[config.mk]
export PLATFORM = sky130hd
export DESIGN_NAME = led_matrix_scanner
export DESIGN_NICKNAME = d
export VERILOG_FILES = /design/src/rtl/led_matrix_scanner.sv
export SDC_FILE = /design/constraint.sdc
export NUM_CORES = 1
export LEC_CHECK = 0
export ABC_CLOCK_PERIOD_IN_PS = 47100
export BUFFER_PORTS_ARGS = -buffer_cell sky130_fd_sc_hd__buf_2
export CAP_MARGIN = 20
export CORE_ASPECT_RATIO = 1.2
export CORE_UTILIZATION = 54
export DETAILED_ROUTE_END_ITERATION = 6
export GPL_TIMING_DRIVEN = 0
export HOLD_SLACK_MARGIN = 0.02
export PLACE_DENSITY = 0.71
export SYNTH_ARGS = -nofsm -noshare
export SYNTH_HDL_FRONTEND = slang
export SYNTH_SLANG_ARGS = --single-unit
[constraint.sdc]
create_clock -name clk -period 47.1 [get_ports clk]
set_clock_uncertainty 0.15 [all_clocks]
set_input_delay 2.355 -clock clk [delete_from_list [all_inputs] [get_ports clk]]
set_output_delay 2.355 -clock clk [all_outputs]
set_load 0.02 [all_outputs]
[src/rtl/led_matrix_scanner.sv]
// Double-buffered row-scan driver for an N_ROWS x N_COLS LED matrix.
// Frames arrive over valid/ready into a shadow buffer and go live only at a frame boundary.
module led_matrix_scanner #(
    parameter int N_ROWS         = 15,
    parameter int N_COLS         = 15,
    parameter int DIVIDER        = 1000,
    parameter int BLANK_CYCLES   = 2,
    parameter bit ROW_ACTIVE_LOW = 1'b0,
    parameter bit COL_ACTIVE_LOW = 1'b0
) (
    input  logic                       clk,
    input  logic                       rst,
    input  logic                       en,
    input  logic                       load_valid,
    output logic                       load_ready,
    input  logic [N_ROWS*N_COLS-1:0]   load_pixels,
    output logic [N_ROWS-1:0]          rows,
    output logic [N_COLS-1:0]          cols,
    output logic                       frame_done,
    output logic [$clog2(N_ROWS)-1:0]  row_idx
);

    localparam int ROW_W   = $clog2(N_ROWS);
    localparam int PIX_W   = N_ROWS * N_COLS;
    localparam int CNT_MAX = (DIVIDER > BLANK_CYCLES) ? DIVIDER : BLANK_CYCLES;
    localparam int CNT_W   = $clog2(CNT_MAX + 1);

    localparam logic [CNT_W-1:0]  DRV_LAST = CNT_W'(DIVIDER - 1);
    localparam logic [CNT_W-1:0]  BLK_LAST = CNT_W'((BLANK_CYCLES > 0) ? BLANK_CYCLES - 1 : 0);
    localparam logic [ROW_W-1:0]  ROW_LAST = ROW_W'(N_ROWS - 1);
    localparam logic [N_ROWS-1:0] ROW_IDLE = {N_ROWS{ROW_ACTIVE_LOW}};
    localparam logic [N_COLS-1:0] COL_IDLE = {N_COLS{COL_ACTIVE_LOW}};

    typedef enum logic {
        S_BLANK = 1'b0,
        S_DRIVE = 1'b1
    } state_e;

    // With no blanking the scan lives permanently in DRIVE.
    localparam state_e START_STATE = (BLANK_CYCLES == 0) ? S_DRIVE : S_BLANK;

    state_e             state_q, state_d;
    logic [ROW_W-1:0]   row_q, row_d;
    logic [CNT_W-1:0]   cnt_q, cnt_d;
    logic               frame_end;

    logic [PIX_W-1:0]   active_q, active_d;
    logic [PIX_W-1:0]   shadow_q, shadow_d;
    logic               pending_q, pending_d;
    logic               xfer, swap;

    logic [N_ROWS-1:0]  rows_q, rows_d;
    logic [N_COLS-1:0]  cols_q, cols_d;
    logic               frame_done_q, frame_done_d;

    // NOTE: sequential state uses non-blocking assignments so every flop samples pre-edge values.
    always_ff @(posedge clk or posedge rst) begin
        if (rst) begin
            state_q <= START_STATE;
            row_q   <= '0;
            cnt_q   <= '0;
        end else begin
            state_q <= state_d;
            row_q   <= row_d;
            cnt_q   <= cnt_d;
        end
    end

    // NOTE: every combinational output gets a default first so no latch is inferred.
    always_comb begin
        state_d   = state_q;
        row_d     = row_q;
        cnt_d     = cnt_q;
        frame_end = 1'b0;
        if (!en) begin
            state_d = START_STATE;
            row_d   = '0;
            cnt_d   = '0;
        end else begin
            case (state_q)
                S_BLANK: begin
                    if (cnt_q == BLK_LAST) begin
                        state_d = S_DRIVE;
                        cnt_d   = '0;
                    end else begin
                        cnt_d = cnt_q + 1'b1;
                    end
                end
                S_DRIVE: begin
                    if (cnt_q == DRV_LAST) begin
                        state_d = START_STATE;
                        cnt_d   = '0;
                        if (row_q == ROW_LAST) begin
                            row_d     = '0;
                            frame_end = 1'b1;
                        end else begin
                            row_d = row_q + 1'b1;
                        end
                    end else begin
                        cnt_d = cnt_q + 1'b1;
                    end
                end
                default: state_d = START_STATE;
            endcase
        end
    end

    // Swap at a frame end or while disabled; a transfer needs pending clear, so the two never collide.
    always_comb begin
        xfer      = load_valid && !pending_q;
        swap      = pending_q && (frame_end || !en);
        shadow_d  = xfer ? load_pixels : shadow_q;
        active_d  = swap ? shadow_q : active_q;
        pending_d = xfer || (pending_q && !swap);
    end

    // Outputs follow the next state so they line up with state_q / row_idx in the same cycle.
    always_comb begin
        rows_d       = ROW_IDLE;
        cols_d       = COL_IDLE;
        frame_done_d = frame_end;
        if (en && state_d == S_DRIVE) begin
            rows_d = ROW_IDLE ^ (N_ROWS'(1) << row_d);
            cols_d = COL_IDLE ^ active_d[int'(row_d) * N_COLS +: N_COLS];
        end
    end

    // NOTE: the frame buffers are ordinary flops and are cleared on reset so nothing stale is shown.
    always_ff @(posedge clk or posedge rst) begin
        if (rst) begin
            active_q     <= '0;
            shadow_q     <= '0;
            pending_q    <= 1'b0;
            rows_q       <= ROW_IDLE;
            cols_q       <= COL_IDLE;
            frame_done_q <= 1'b0;
        end else begin
            active_q     <= active_d;
            shadow_q     <= shadow_d;
            pending_q    <= pending_d;
            rows_q       <= rows_d;
            cols_q       <= cols_d;
            frame_done_q <= frame_done_d;
        end
    end

    assign rows       = rows_q;
    assign cols       = cols_q;
    assign frame_done = frame_done_q;
    assign row_idx    = row_q;
    assign load_ready = ~pending_q;

endmodule

==> results of run 1 <==
## state kept, by name (all words and copies together), names as in the netlist
register,flops
active_q,225
shadow_q,225
cols,15
rows,15
cnt_q,10
row_idx,4
frame_done,1
pending_q,1
state_q,1
## kinds of logic (layout without fill, tap and decap cells)
family / count (synthesis) / after routing / synth area share (%)
XOR/XNOR: 8 / 8 / 0.332
other: 0 / 1 / 0
AO/OA/AOI/OAI: 144 / 144 / 5.01
buffers and inverters: 107 / 465 / 2.61
flip-flops: 497 / 497 / 58.9
AND/OR/NAND/NOR: 314 / 314 / 6.94
multiplexers: 488 / 488 / 26.0
adder cells (fa/ha/maj): 4 / 4 / 0.237
## placed cells by master, fill, tap and decap left out, types with 12 or more instances in the layout
| cell type | instances |
|---|---|
| buf_2 | 288 |
| mux2_2 | 457 |
| a21oi_1 | 23 |
| clkbuf_8 | 13 |
| nand2_1 | 145 |
| buf_6 | 12 |
| nor2_1 | 46 |
| nand3_1 | 62 |
| o21ai_0 | 14 |
| and3_1 | 23 |
| o211ai_1 | 36 |
| dfrtp_1 | 497 |
| mux2_1 | 13 |
| clkbuf_1 | 59 |
| mux2i_1 | 16 |
| clkbuf_16 | 51 |
| nand2b_1 | 12 |
## worst paths after layout
check	cells past startpoint	slack, ns	start	end
setup reg to reg	11	43.06	row_idx[0]	cols[2]
setup / recovery	10	42.07	en	cols[0]
hold reg to reg	1	0.34	active_q[192]	active_q[192]
max in group asynchronous	4	43.67	rst	shadow_q[155]
hold / removal	1	0.34	active_q[192]	active_q[192]
min in group asynchronous	2	1.63	rst	shadow_q[195]
## area by class of cell
cell class / count / area [sq um] / share of cell area [%]
Antenna cell: 1 / 2.50 / 0.0100
Multi-Input combinational cell: 958 / 8140 / 32.7
Inverter: 10 / 45.0 / 0.181
Timing Repair Buffer: 268 / 1430 / 5.74
Clock buffer: 75 / 1500 / 6.00
Tap cell: 526 / 658 / 2.64
Sequential cell: 497 / 12400 / 49.9
Buffer: 97 / 514 / 2.06
Clock inverter: 15 / 206 / 0.828
## layer usage
metal / wire, microns / vias to the layer above / GRT usage [%]
met5: 0 / - / 0
li1: - / 6213 / -
met2: 30300 / 614 / 53.0
met4: 3370 / 0 / 16.6
met1: 24600 / 7403 / 40.4
met3: 3930 / 153 / 5.38
## power by group
group,switching [mW],internal [mW],leakage [nW],total [mW]
clock,0.166,0.246,0.842,0.412
combinational,0.128,0.148,4.32,0.276
sequential,0.0730,0.563,5.90,0.636
## critical path, stage by stage
cell and delay, ns:
buf_2 0.11, clkbuf_1 0.31, nand3b_1 0.12, or4_1 0.42
o311a_1 0.19, clkbuf_1 0.31, nor2_1 0.73, a21o_1 0.21
o21ai_0 0.17, o22ai_1 0.40
## through the flow
step	power [mW]	worst slack [ns]	hold WS, ns
CTS	1.33	42.13	0.338
finish	1.32	42.07	0.340
global route	1.38	41.95	0.344
detailed placement	0.914	41.54	0.323
global placement	0.900	25.88	0.317
floorplan	0.813	30.72	0.296
==> reports/metrics.csv, run 1 <==
metric;value;unit
synthesized instance count;1562;
warnings from Yosys;0;
unrepaired setup endpoints after global routing;no;
Total GRT Usage;32.0;%
signal arrival time at the worst endpoint;5.33;ns
core area;38600;sq um
Antenna Nets Post-Route;0;
asr flop ratio synth;100;%
Post-synth EDFFs;0;
critical path type;in -> reg;
Max-cap violations;0;
antenna violations before repair;1;
die height;219;microns
TritonCTS Buffers;49;
CTS tree;built;
syn nets;1795;
post-route setup TNS;0;ns
number of global-route vias before repair;14653;
NumNets Final;2114;
Clock Sink Count;497;
Worst Path Required;47.39;ns
Synth top area share;58.9;%
final std cells w/o fill;2447;
die extent in x;183;microns
IR drop worst, VDD;34.1;uV
Cell variety after synth;61;
first-pass GRT wire length;92.1;mm
IO buf count;264;
Mapped Area;21100;sq um
total number of vias;14383;
fin crit period;5.03;ns
Startpoint Class;primary input;
placed cell areas;23200;sq um
final period utilization;10.7;%
worst-path fanout max;10;
area leader, netlist;dfrtp_1;
DRC errors left;0;
placed cells;2356;
Leak;11.1;nW
hold buffer count at CTS;0;
# rows;79;
# fillers;3008;
Worst-Margin Slew;1.14;ns
detailed-route vias per instance;5.88;
Layout Utilization;64.5;%
1st-iter DRT viols;1115;
Avg Inst Size Synth;13.5;sq um
final wirelength;62.2;mm
post-synthesis sequential area ratio;58.9;%
Final Instance Area;24900;sq um
worst hold path class;reg -> reg;
total grt overflow;0;
largest net degree at the start of global routing;134;
status;completed;
DR pass1 iterations;5;
Ports;265;
FF+latch count, synth;497;
area grow syn2layout;18.0;%
CTS clk-pin slew, worst paths;0.06;ns
die area;39900;sq um
post-DP HPWL;45.2;mm
clock root cell;clkbuf_16;
H-tree Lvls;2;
Slew Limit Fails;0;
drt wl/cell;25.4;microns
fmax;199;MHz
Hold Vio Cnt, Final;0;
routability cong.;0.962;
Clock Latency Late Sink;0.58;ns
Initial Util;54.7;%
Max-slew headroom;23.1;%
top post-synthesis cells by count;dfrtp_1 (497), mux2_2 (457), nand2_1 (145), nand3_1 (62), clkbuf_1 (48);
Post-CTS Setup Repair Bufs;0;
cell with the most instances after synthesis;dfrtp_1;
CTS max path bufs;3;
Synth area leaders;dfrtp_1 (59%), mux2_2 (24%), nand2_1 (2.6%);
layout cell share with drive strength beyond 1;44.8;%
Worst setup EP type;flip-flop;
CTS-repair resized insts;0;
Final setup viols;0;
top_reg_cell synth;dfrtp_1;
Cell Pwr Density;53.1;nW/um^2
(Power assumes the default switching activity.)
==> run 2, diff against run 1 <==
- ABC_AREA: not set -> 1
- ABC_CLOCK_PERIOD_IN_PS: 47100 -> 5100
- clock period: 47.1 -> 5.1 ns (I/O delays scaled with it)
==> run 2 against run 1 <==
First-iteration DRC count rose by 52%. Utilization grew 5.4 points. Die area up 2.7%. Hold slack got worse by 0.19 ns. Count of clock-buffer cells in the layout is 5 lower. Clock power rose to 8.7 times the previous value.
==> reports/metrics.csv, run 2 <==
metric;value;unit
status;completed;
# rows;80;
commonest non-fill, non-tap cells in the layout;nand2_1 (659), dfrtp_1 (497), inv_1 (428), buf_2 (302), nor2_1 (262);
first-pass GRT wire length;106;mm
signal arrival time at the worst endpoint;3.65;ns
Clock Sink Count;497;
FF+latch area;12400;sq um
layout cell share with drive strength beyond 1;17.5;%
Worst Path Required;5.42;ns
Cell Pwr Density;412;nW/um^2
synthesized instance count;2497;
NumNets Final;3284;
final period utilization;65.2;%
CTS max path bufs;3;
post-synthesis sequential area ratio;57.3;%
area leader, netlist;dfrtp_1;
ant diodes;0;
FF-to-FF End;cols[0];
Worst setup EP type;flip-flop;
largest net degree at the start of global routing;46;
CTS tree;built;
fmax;301;MHz
Leak;14.8;nW
die extent in x;185;microns
Initial Util;54.6;%
top_reg_cell synth;dfrtp_1;
clock root cell;clkbuf_16;
TritonCTS Buffers;48;
number of global-route vias before repair;18977;
Mapped Area;21700;sq um
R2R Setup Slk;1.78;ns
unrepaired setup endpoints after global routing;no;
IR drop worst, VDD;290;uV
multi-input logic area;7020;sq um
Ports;265;
Hold Vio Cnt, Final;0;
Clock Latency Late Sink;0.57;ns
Slew Limit Fails;0;
dpl ws;1.80;ns
syn nets;2730;
top post-synthesis cells by count;nand2_1 (659), dfrtp_1 (497), inv_1 (429), nor2_1 (262), a21oi_1 (118);
routability cong.;0.953;
antenna violations before repair;0;
R2R depth;14;
Final WS setup;1.78;ns
Post-CTS Setup Repair Bufs;0;
IO buf count;264;
final wirelength;70.0;mm
worst hold path class;in -> async;
asr flop ratio synth;100;%
multiplexer area fraction after synthesis;5.91;%
drt wl/cell;19.4;microns
DR pass1 iterations;5;
cell with the most instances after synthesis;nand2_1;
critical path type;reg -> reg;
post-DP HPWL;49.0;mm
most common cell after layout, fill and taps aside;nand2_1;
Synth Area in XOR/XNOR;0.202;%
Top Registers;active_q: 225 flops, shadow_q: 225 flops;
smallest hold slack;0.151;ns
Synth Area in Compound Gates;6.86;%
CTS clk-pin slew, worst paths;0.06;ns
Total GRT Usage;34.9;%
DRC errors left;0;
1st-iter DRT viols;1697;
Antenna Nets Post-Route;0;
Post-synth EDFFs;0;
Max-cap violations;0;
Avg Inst Size Synth;8.70;sq um
simple-gate share of the synthesized area;19.1;%
total grt overflow;0;
Synth top area share;57.3;%
Final setup viols;0;
Post-Synth Adder-Cell Area;0.230;%
Startpoint Class;flip-flop;
area grow syn2layout;28.0;%
Max-slew headroom;29.1;%
FF+latch count, synth;497;
core area;39700;sq um
CTS-repair resized insts;0;
Worst-Margin Slew;1.06;ns
Cell variety after synth;29;
Synth area leaders;dfrtp_1 (57%), nand2_1 (11%), inv_1 (7.4%);
# fillers;3027;
warnings from Yosys;0;
H-tree Lvls;2;
die area;41000;sq um
worst-path fanout max;10;
Critical R2R Launch;cnt_q[0];
largest family of logic cells by synthesized area;simple AND/OR/NAND/NOR gates;
Worst Setup SP;cnt_q[0];
total number of vias;18634;
die height;222;microns
detailed-route vias per instance;5.16;
fin crit period;3.32;ns
[run 2: cell count changes in the layout (fill, tap and decap cells not counted), moves of 42 or more]
cell,previous run,this run
nand3_1,62,107
inv_1,6,428
dlygate4sd3_1,0,227
a21oi_1,23,118
o21ai_1,1,60
mux2_2,457,114
nor2_1,46,262
o21a_1,2,44
nand2_1,145,659
[run 2: layout make-up]
type / count / area share, %
Clock buffer: 70 / 5.23
Tap cell: 533 / 2.40
Timing Repair Buffer: 504 / 13.9
Clock inverter: 10 / 0.378
Buffer: 118 / 2.25
Inverter: 435 / 5.89
Sequential cell: 497 / 44.7
Multi-Input combinational cell: 1447 / 25.2
[run 2: where the power goes]
part	total (mW)	switching [mW]	internal, mW
clock	3.57	1.50	2.06
sequential	5.26	0.353	4.91
combinational	2.62	1.61	1.01
total	11.4	3.47	7.98
[run 2: per-stage QoR]
| stage | utilization [%] | TNS [ns] | instances | power [mW] | cell area, sq um |
|---|---|---|---|---|---|
| global route | 70.0 | 0 | 3614 | 12.0 | 27800 |
| global placement | 59.7 | -2276.89 | 3294 | 7.61 | 23700 |
| finish | 70.0 | 0 | 3614 | 11.4 | 27800 |
| CTS | 70.0 | 0 | 3614 | 11.4 | 27800 |
| detailed placement | 60.3 | 0 | 3307 | 7.73 | 24000 |
| floorplan | - | -1017.61 | 2497 | 6.91 | 21700 |
[run 2: cells by family (layout without fill, tap and decap cells)]
logic type,count (synthesis),after routing
xor gates and xnor gates,5,5
adders and majority gates,4,4
AOI/OAI and AO/OA,274,274
buffers and inverters,553,1137
muxes,114,114
and+or+nand+nor,1050,1050
DFF,497,497
[run 2: metal layers]
metal	vias to the layer above	share of wire (%)	global-route usage [%]
li1	8674	-	-
met1	8971	39	43.7
met2	787	48	58.1
met3	202	6.9	5.67
met4	0	5.7	18.4
met5	-	0	0
[run 2: worst max path at each step]
stage / end / slack [ns] / cells after the start
global route: cols[5] / 1.67 / 13
detailed placement: cols[0] / 1.80 / 14
global placement: shadow_q[177] / -4.64 / 2
CTS: cols[0] / 1.76 / 14
floorplan: active_q[0] / -2.05 / 1
finish: cols[0] / 1.78 / 14
[run 2: critical path: stages, from the launching register on]
cell and delay, ns:
dfrtp_1 0.41, ha_1 0.22, nand2_1 0.13, inv_2 0.07, nand4_2 0.12, nand2_4 0.11
nand2_2 0.14, buf_6 0.17, clkbuf_1 0.55, o21ai_0 0.22, nand2_1 0.10, nand2_1 0.09
o21ai_1 0.41, nor2_1 0.16, nor2_1 0.16
[run 2: what timing repair did]
item / 4_1_cts / 5_1_grt
setup endpoints to repair: 0 / 0
endpoints found under the hold margin: 274 / 0
hold buffers: 227 / 0
